[config.mk]
export PLATFORM = sky130hd
export DESIGN_NAME = scan_mux_reg
export DESIGN_NICKNAME = d
export VERILOG_FILES = /design/src/rtl/scan_mux_pkg.sv /design/src/rtl/dwell_counter.sv /design/src/rtl/scan_mux_reg.sv
export SDC_FILE = /design/constraint.sdc
export NUM_CORES = 1
export LEC_CHECK = 0
export CAP_MARGIN = 20
export CORE_UTILIZATION = 54
export CTS_BUF_LIST = sky130_fd_sc_hd__clkbuf_4 sky130_fd_sc_hd__clkbuf_8 sky130_fd_sc_hd__clkbuf_16
export CTS_CLUSTER_DIAMETER = 120
export CTS_CLUSTER_SIZE = 16
export DETAILED_ROUTE_END_ITERATION = 10
export PLACE_DENSITY = 0.83
export RECOVER_POWER = 50
export SYNTH_ARGS = -nofsm -noshare
export SYNTH_HDL_FRONTEND = slang
export SYNTH_SLANG_ARGS = --single-unit
[constraint.sdc]
create_clock -name clk -period 2.35 [get_ports clk]
set_input_delay 0.47 -clock clk [delete_from_list [all_inputs] [get_ports clk]]
set_output_delay 0.47 -clock clk [all_outputs]
set_load 0.02 [all_outputs]
[src/rtl/scan_mux_pkg.sv]
// Shared mode codes and FSM state encoding for the scanning output multiplexer.
package scan_mux_pkg;

    localparam logic [1:0] MODE_MANUAL = 2'b00;
    localparam logic [1:0] MODE_SCAN   = 2'b01;
    localparam logic [1:0] MODE_HOLD   = 2'b10;

    typedef enum logic [1:0] {
        ST_IDLE = 2'd0,
        ST_RUN  = 2'd1,
        ST_HOLD = 2'd2
    } state_t;

endpackage

[src/rtl/dwell_counter.sv]
// Modulo-MAX counter; tick marks the cycle in which the count wraps back to zero.
module dwell_counter #(
    parameter int MAX = 3,
    parameter int W   = 2
) (
    input  logic clk,
    input  logic reset,
    input  logic clr,
    input  logic en,
    output logic tick
);

    localparam logic [W-1:0] LAST = W'(MAX - 1);

    logic [W-1:0] cnt;

    always_ff @(posedge clk) begin
        if (reset || clr) begin
            cnt <= '0;
        end else if (en) begin
            cnt <= (cnt == LAST) ? '0 : cnt + 1'b1;
        end
    end

    assign tick = en & ~clr & (cnt == LAST);

endmodule

[src/rtl/scan_mux_reg.sv]
// Registered N-channel mux with manual or auto-scan channel select, hold mode and
// a valid/ready output stage. fsm_state exposes the control FSM for observation.
module scan_mux_reg
    import scan_mux_pkg::*;
#(
    parameter int WIDTH    = 2,
    parameter int CHANNELS = 4,
    parameter int DWELL    = 50000000,
    localparam int SEL_W   = $clog2(CHANNELS),
    localparam int CNT_W   = $clog2(DWELL + 1)
) (
    input  logic                      clk,
    input  logic                      reset,
    input  logic [CHANNELS*WIDTH-1:0] data_in,
    input  logic [SEL_W-1:0]          sel_in,
    input  logic [1:0]                mode,
    input  logic                      out_ready,
    output logic                      out_valid,
    output logic [WIDTH-1:0]          data_out,
    output logic [SEL_W-1:0]          chan_out,
    output logic                      sel_err,
    output logic [1:0]                fsm_state
);

    // Handshake: a sample transfers on any cycle where out_valid and out_ready are both 1;
    // while out_valid=1 and out_ready=0, data_out/chan_out/out_valid do not change.

    state_t            state;
    state_t            state_next;
    logic [SEL_W-1:0]  cur_chan;
    logic              manual_mode;
    logic              scan_mode;
    logic              sel_ok;
    logic              tick;
    logic              load;
    logic [WIDTH-1:0]  chan_data [CHANNELS];

    assign manual_mode = (mode == MODE_MANUAL);
    assign scan_mode   = (mode == MODE_SCAN);

    // A full power-of-two channel count leaves no out-of-range select codes.
    if ((1 << SEL_W) == CHANNELS) begin : g_sel_full
        assign sel_ok = 1'b1;
    end else begin : g_sel_partial
        assign sel_ok = (sel_in < SEL_W'(CHANNELS));
    end

    for (genvar k = 0; k < CHANNELS; k++) begin : g_chan
        assign chan_data[k] = data_in[k*WIDTH +: WIDTH];
    end

    // Manual mode keeps the counter cleared so a switch to scan starts a full dwell.
    dwell_counter #(
        .MAX (DWELL),
        .W   (CNT_W)
    ) u_dwell (
        .clk   (clk),
        .reset (reset),
        .clr   (manual_mode),
        .en    (scan_mode),
        .tick  (tick)
    );

    always_ff @(posedge clk) begin
        if (reset) begin
            state <= ST_IDLE;
        end else begin
            state <= state_next;
        end
    end

    always_comb begin
        state_next = state;
        case (state)
            ST_IDLE: state_next = mode[1] ? ST_HOLD : ST_RUN;
            ST_RUN:  if (mode[1])  state_next = ST_HOLD;
            ST_HOLD: if (!mode[1]) state_next = ST_RUN;
            default: state_next = ST_IDLE;
        endcase
    end

    assign fsm_state = state;

    always_ff @(posedge clk) begin
        if (reset) begin
            cur_chan <= '0;
            sel_err  <= 1'b0;
        end else begin
            sel_err <= manual_mode & ~sel_ok;
            if (manual_mode && sel_ok) begin
                cur_chan <= sel_in;
            end else if (tick) begin
                cur_chan <= (cur_chan == SEL_W'(CHANNELS - 1)) ? '0 : cur_chan + 1'b1;
            end
        end
    end

    assign load = (state == ST_RUN) & (~out_valid | out_ready);

    // Outside RUN nothing loads, but a ready consumer still drains the held sample.
    always_ff @(posedge clk) begin
        if (reset) begin
            out_valid <= 1'b0;
            data_out  <= '0;
            chan_out  <= '0;
        end else if (load) begin
            out_valid <= 1'b1;
            data_out  <= chan_data[cur_chan];
            chan_out  <= cur_chan;
        end else if (state != ST_RUN && out_ready) begin
            out_valid <= 1'b0;
        end
    end

endmodule

==> results.sh, run 1 <==
export IMPL_vias=1677
export IMPL_critPathCaptureType="flop"
export IMPL_cp_required_ns=2.64
export IMPL_antenna_found_initial=0
export IMPL_clkLatencyLatePin_ns=0.35
export IMPL_yosys_warnings=0
export IMPL_ys_top_cells_by_area="dfxtp_1 40%, a21oi_1 4.5%, or4_1 3.8%, o31ai_1 3.4%, nand4_1 3.2%"
export IMPL_grt_pass1_wl_mm=6.64
export IMPL_drv_slew=0
export IMPL_rsz0062_at_grt="false"
export IMPL_timing_rr_end="cur_chan[0]"
export IMPL_post_dp_cell_area_mm2=0.00209
export IMPL_core_mm2=0.00308
export IMPL_synth_edf_count=0
export IMPL_hold_start="u_dwell.cnt[14]"
export IMPL_rows=20
export IMPL_hold_path_depth=2
export IMPL_gr_total_overflow=0
export IMPL_port_buffers=21
export IMPL_synth_ff_type="dfxtp_1"
export IMPL_yosysTopAreaCellShare=0.396
export IMPL_drv_cap=0
export IMPL_die_w_um=59.3
export IMPL_relSlewSlack=0.600
export IMPL_peakVddDrop_mv=0.540
export IMPL_grt_max_degree=19
export IMPL_cts_tree="yes"
export IMPL_cpPeakStageDelay_ns=0.62
export IMPL_fin_util=0.691
export IMPL_placedCellCount=270
export IMPL_synth_seq_cells=35
export IMPL_synthCells=200
export IMPL_worst_path_buf_inv=1
export IMPL_postCtsHoldBufs=0
export IMPL_drc_errors=0
export IMPL_reg2regPathDepth=4
export IMPL_place_hpwl_mm=3.21
export IMPL_total_power_mw=1.04
export IMPL_crit_family="simple AND/OR/NAND/NOR gates"
export IMPL_cts_buffers=5
export IMPL_hold_viol_final=0
export IMPL_ctsLongestPathBuffers=2
export IMPL_die_area_mm2=0.00351
export IMPL_grt_pass1_vias=1562
export IMPL_period_needed_ns=2.14
export IMPL_track_usage=0.257
export IMPL_power_density_mw_per_mm2=491
export IMPL_root_buffer="clkbuf_4"
export IMPL_postSynth_asyncResetShare=0
export IMPL_worst_hold_slack_ns=0.501
export IMPL_start_kind="input pin"
export IMPL_viasPerCell=6.03
export IMPL_h_tree_depth=2
export IMPL_critPathMaxFanout=10
export IMPL_wl_per_cell_um=15.3
export IMPL_syn_cell_area_mm2=0.00177
export IMPL_cts_resized=0
export IMPL_final_cell_area_mm2=0.00213
export IMPL_ant_nets=0
export IMPL_routabilityCongestion=0.849
export IMPL_seq_area_frac_synth=0.396
export IMPL_drive_above_1_share=0.111
export IMPL_syn_num_nets=218
export IMPL_crit_chain="clkdlybuf4s50_1 -> nand4b_1 -> or4_4 -> or4_1 -> a21oi_1"
export IMPL_syn2layout_area_growth_pct=20.1
export IMPL_max_freq_ghz=0.468
export IMPL_worstReg2RegStart="u_dwell.cnt[18]"
export IMPL_die_h_um=59.3
export IMPL_cpMaxStageDelayCell="or4_4"
export IMPL_num_antenna_cells=0
export IMPL_finalCritPeriodShare=0.910
export IMPL_fillCellCount=259
export IMPL_synth_area_per_cell_um2=8.85
export IMPL_leakagePower_nw=0.712
export IMPL_clkSinkCount=35
export IMPL_fin_cells=278
export IMPL_pin_count=23
export IMPL_status="complete, no violations"
export IMPL_synth_area_leader_cell="dfxtp_1"
export IMPL_hold_class="reg -> reg"
export IMPL_start_util=0.575
export IMPL_yosys_cell_count_top_type="dfxtp_1"
export IMPL_setup_viol=0
export IMPL_synthTopCellsByCount="35 x dfxtp_1, 16 x a21oi_1, 15 x nor2_1"
export IMPL_nets=251
export IMPL_routed_wl_mm=4.25
export IMPL_cts_setup_buffers=0
export IMPL_clkTransAtPathRegs_ns=0.11
export IMPL_r2r_slack_ns=0.38
export IMPL_worst_pin_slew_ns=0.600
export IMPL_yosysUniqueCellTypes=43
export IMPL_critPathArrivalTime_ns=2.42
export IMPL_hold_end="u_dwell.cnt[14]"
export IMPL_drt_pre_antenna_iters=5
export IMPL_fin_skew_ns=0.0141
export IMPL_drtIter0Drc=51
export IMPL_path_class="in -> reg"
==> cell families (layout without fill, tap and decap cells) <==
kind of cell | after synthesis | in the layout | synth area share
xor+xnor | 6 | 6 | 0.0297
simple gates | 94 | 94 | 0.308
other cells | 1 | 1 | 0.00212
fa+ha+maj | 3 | 3 | 0.0212
flops | 35 | 35 | 0.396
buf+inv | 10 | 44 | 0.0283
compound gates | 43 | 43 | 0.155
mux | 8 | 8 | 0.0601
==> per-stage QoR <==
| stage | TNS [ns] | setup WS [ns] |
|---|---|---|
| after floorplan | 0 | 0.364 |
| after global placement | -0.405 | -0.0779 |
| after detailed placement | -1.17 | -0.150 |
| after CTS | 0 | 0.202 |
| after global routing | 0 | 0.103 |
| final | 0 | 0.213 |
==> final cells by class <==
cell class | count | area (µm²) | area share
multi-input combinational | 155 | 1010 | 0.476
tap | 44 | 55.1 | 0.0259
clock inverter | 1 | 5.00 | 0.00235
timing repair buffer | 34 | 293 | 0.138
sequential | 35 | 701 | 0.329
inverter | 2 | 7.51 | 0.00353
clock buffer | 7 | 52.6 | 0.0247
==> report_power, final <==
part	internal, mW	total [mW]	switching, mW
combinational	0.0502	0.0918	0.0415
clock	0.140	0.343	0.203
sequential	0.601	0.610	0.00861
total	0.791	1.04	0.253
==> placed cells by master, fill, tap and decap left out, drive strengths merged, types with 6 or more instances in the layout <==
master,Yosys,layout
and3,8,8
or4,10,10
dlygate4sd3,0,9
a21oi,16,16
nor2,15,15
dfxtp,35,35
nand3,9,9
or3,6,6
o31ai,9,9
nand2,11,11
clkbuf,4,11
nand4,10,10
o21ai,7,7
clkdlybuf4s50,0,12
buf,4,9
==> worst reg2reg max path, delay by kind of cell, from the launching register on <==
family | cells | cell delay, ns
AND/OR/NAND/NOR | 3 | 1.32
AO/OA/AOI/OAI | 1 | 0.19
flip-flops | 1 | 0.39
==> routing by layer <==
metal	track usage	up-vias	wire length (µm)	part of all wire
met1	0.289	802	1790	0.42
met5	0	-	0	0
met4	0.129	0	111	0.026
met2	0.446	41	2170	0.51
met3	0.0655	9	175	0.041
li1	-	825	-	-
==> how the worst max path moves through the flow <==
stage | from | slack (ns) | to | cells past startpoint
after detailed placement | mode[1] | -0.15 | u_dwell.cnt[17] | 5
after global placement | mode[1] | -0.08 | u_dwell.cnt[19] | 5
final | mode[1] | 0.21 | u_dwell.cnt[17] | 5
after CTS | mode[1] | 0.20 | u_dwell.cnt[17] | 5
after floorplan | mode[1] | 0.36 | u_dwell.cnt[25] | 5
after global routing | mode[0] | 0.10 | u_dwell.cnt[13] | 8
==> registers in the layout, indices dropped and copies added, names as in the netlist <==
signal and count:
cur_chan 2, fsm_state 2, u_dwell.cnt 26, data_out 2, chan_out 2, out_valid 1
No activity file was read; power rests on OpenSTA's default activity.
==> run 2, diff against run 1 <==
CORE_UTILIZATION = 35   (was 54)
PLACE_DENSITY = 0.6   (was 0.83)
==> run 2 against run 1 <==
Sequential cell count is the same. First-iteration DRC count increased by 5.9%. Cell count increased by 8.6%. Non-clock buffer count grew 1.
==> results.sh, run 2 (same netlist as run 1, synthesis figures left out) <==
export IMPL_finalCritPeriodShare=0.951
export IMPL_status="complete, no violations"
export IMPL_critPathArrivalTime_ns=2.46
export IMPL_cts_buffers=5
export IMPL_total_power_mw=1.12
export IMPL_rows=25
export IMPL_die_w_um=73.1
export IMPL_track_usage=0.161
export IMPL_hold_viol_final=0
export IMPL_period_needed_ns=2.23
export IMPL_grt_max_degree=17
export IMPL_h_tree_depth=2
export IMPL_setup_viol=0
export IMPL_setup_ws_ns=0.116
export IMPL_placedCellCount=294
export IMPL_fillCellCount=492
export IMPL_crit_chain="clkdlybuf4s50_1 -> nand4b_1 -> or4_4 -> or4_1 -> a21oi_1"
export IMPL_clkSinkCount=35
export IMPL_routed_wl_mm=3.90
export IMPL_die_area_mm2=0.00535
export IMPL_drv_slew=0
export IMPL_core_mm2=0.00479
export IMPL_fin_util=0.458
export IMPL_critPathCaptureType="flop"
export IMPL_wl_per_cell_um=12.9
export IMPL_post_dp_cell_area_mm2=0.00213
export IMPL_cpMaxStageDelayCell="or4_4"
export IMPL_nets=252
export IMPL_met1_usage=0.239
export IMPL_pin_count=23
export IMPL_fin_skew_ns=0.00603
export IMPL_fin_cells=302
export IMPL_die_h_um=73.1
export IMPL_viasPerCell=5.21
export IMPL_routabilityCongestion=0.767
export IMPL_port_buffers=21
export IMPL_cp_required_ns=2.57
export IMPL_grt_pass1_vias=1382
export IMPL_place_hpwl_mm=2.87
export IMPL_clkTransAtPathRegs_ns=0.07
export IMPL_worst_path_buf_inv=1
export IMPL_relSlewSlack=0.601
export IMPL_start_kind="input pin"
export IMPL_crit_family="simple AND/OR/NAND/NOR gates"
export IMPL_num_antenna_cells=0
export IMPL_worst_pin_slew_ns=0.598
export IMPL_largest_reg_flops=26
export IMPL_rsz0062_at_grt="false"
export IMPL_cts_resized=0
export IMPL_clkLatencyLatePin_ns=0.29
export IMPL_drc_errors=0
export IMPL_root_buffer="clkbuf_8"
export IMPL_cp_depth=5
export IMPL_drv_cap=0
export IMPL_vias=1572
export IMPL_hold_path_depth=2
export IMPL_met2_usage=0.216
export IMPL_hold_class="reg -> reg"
export IMPL_final_common_cell="dfxtp_1"
export IMPL_place_ws_ns=-0.167
export IMPL_cts_setup_buffers=0
export IMPL_reg2regPathDepth=4
export IMPL_drtIter0Drc=54
export IMPL_grt_pass1_wl_mm=6.50
export IMPL_gr_total_overflow=0
export IMPL_drive_above_1_share=0.123
export IMPL_path_class="in -> reg"
export IMPL_cpPeakStageDelay_ns=0.66
export IMPL_antenna_found_initial=0
export IMPL_max_freq_ghz=0.448
export IMPL_busiest_layer="met1"
export IMPL_r2r_slack_ns=0.38
export IMPL_ctsLongestPathBuffers=2
export IMPL_drt_pre_antenna_iters=4
export IMPL_postCtsHoldBufs=0
export IMPL_syn2layout_area_growth_pct=23.9
export IMPL_start_util=0.370
export IMPL_cts_tree="yes"
export IMPL_top_register="u_dwell.cnt"
export IMPL_met3_usage=0.0345
export IMPL_final_cell_mix="35 x dfxtp_1, 16 x a21oi_1, 15 x nor2_1"
export IMPL_ant_nets=0
export IMPL_critPathMaxFanout=13
export IMPL_final_cell_area_mm2=0.00219
export IMPL_power_density_mw_per_mm2=510
export IMPL_peakVddDrop_mv=0.222
export IMPL_leakagePower_nw=0.736
## run 2: cell types whose count changed in the layout (fill, tap and decap cells not counted)
cell	before	now
buf_4	9	12
clkbuf_1	4	1
clkbuf_2	0	1
clkbuf_4	7	0
clkbuf_8	0	5
clkinv_2	1	3
o31ai_1	8	9
o31ai_2	1	0
## run 2: path summary, 6_finish.rpt
path | startpoint | to
setup / recovery | mode[0] | u_dwell.cnt[19]
hold / removal | out_valid | out_valid
setup reg to reg | u_dwell.cnt[3] | u_dwell.cnt[19]
hold reg to reg | out_valid | out_valid
## run 2: routing by layer
metal	wire [µm]	share of wire
met1	2090	0.53
met2	1640	0.42
met3	104	0.027
met4	78	0.020
met5	0	0
## run 2: tightest hold or removal path, delay by kind of cell, from the launching register on
family	cells	cell delay, ns
AND/OR/NAND/NOR	1	0.07
AO/OA/AOI/OAI	1	0.06
flip-flops	1	0.31
## run 2: power breakdown
part / internal, mW / leakage (nW) / switching [mW] / total (mW)
Clock: 0.203 / 0.0477 / 0.217 / 0.420
Sequential: 0.601 / 0.283 / 0.00785 / 0.609
Combinational: 0.0505 / 0.406 / 0.0399 / 0.0905
Total: 0.854 / 0.736 / 0.265 / 1.12
## run 2: area by class of cell
cell class | count | area [µm²] | area share
clock inverters | 3 | 15.0 | 0.00685
multi-input cells | 155 | 1010 | 0.460
well taps | 67 | 83.8 | 0.0382
clock buffers | 5 | 68.8 | 0.0314
repair buffers | 35 | 309 | 0.141
flip-flops and latches | 35 | 701 | 0.319
inverters | 2 | 7.51 | 0.00342
## run 2: per-stage QoR
| stage | setup TNS (ns) | hold WS, ns |
|---|---|---|
| 4_1_cts | 0 | 0.491 |
| 5_1_grt | 0 | 0.521 |
| 3_5_place_dp | -0.834 | 0.477 |
| 2_1_floorplan | 0 | 0.453 |
| 6_report | 0 | 0.487 |
| 3_3_place_gp | -0.684 | 0.467 |
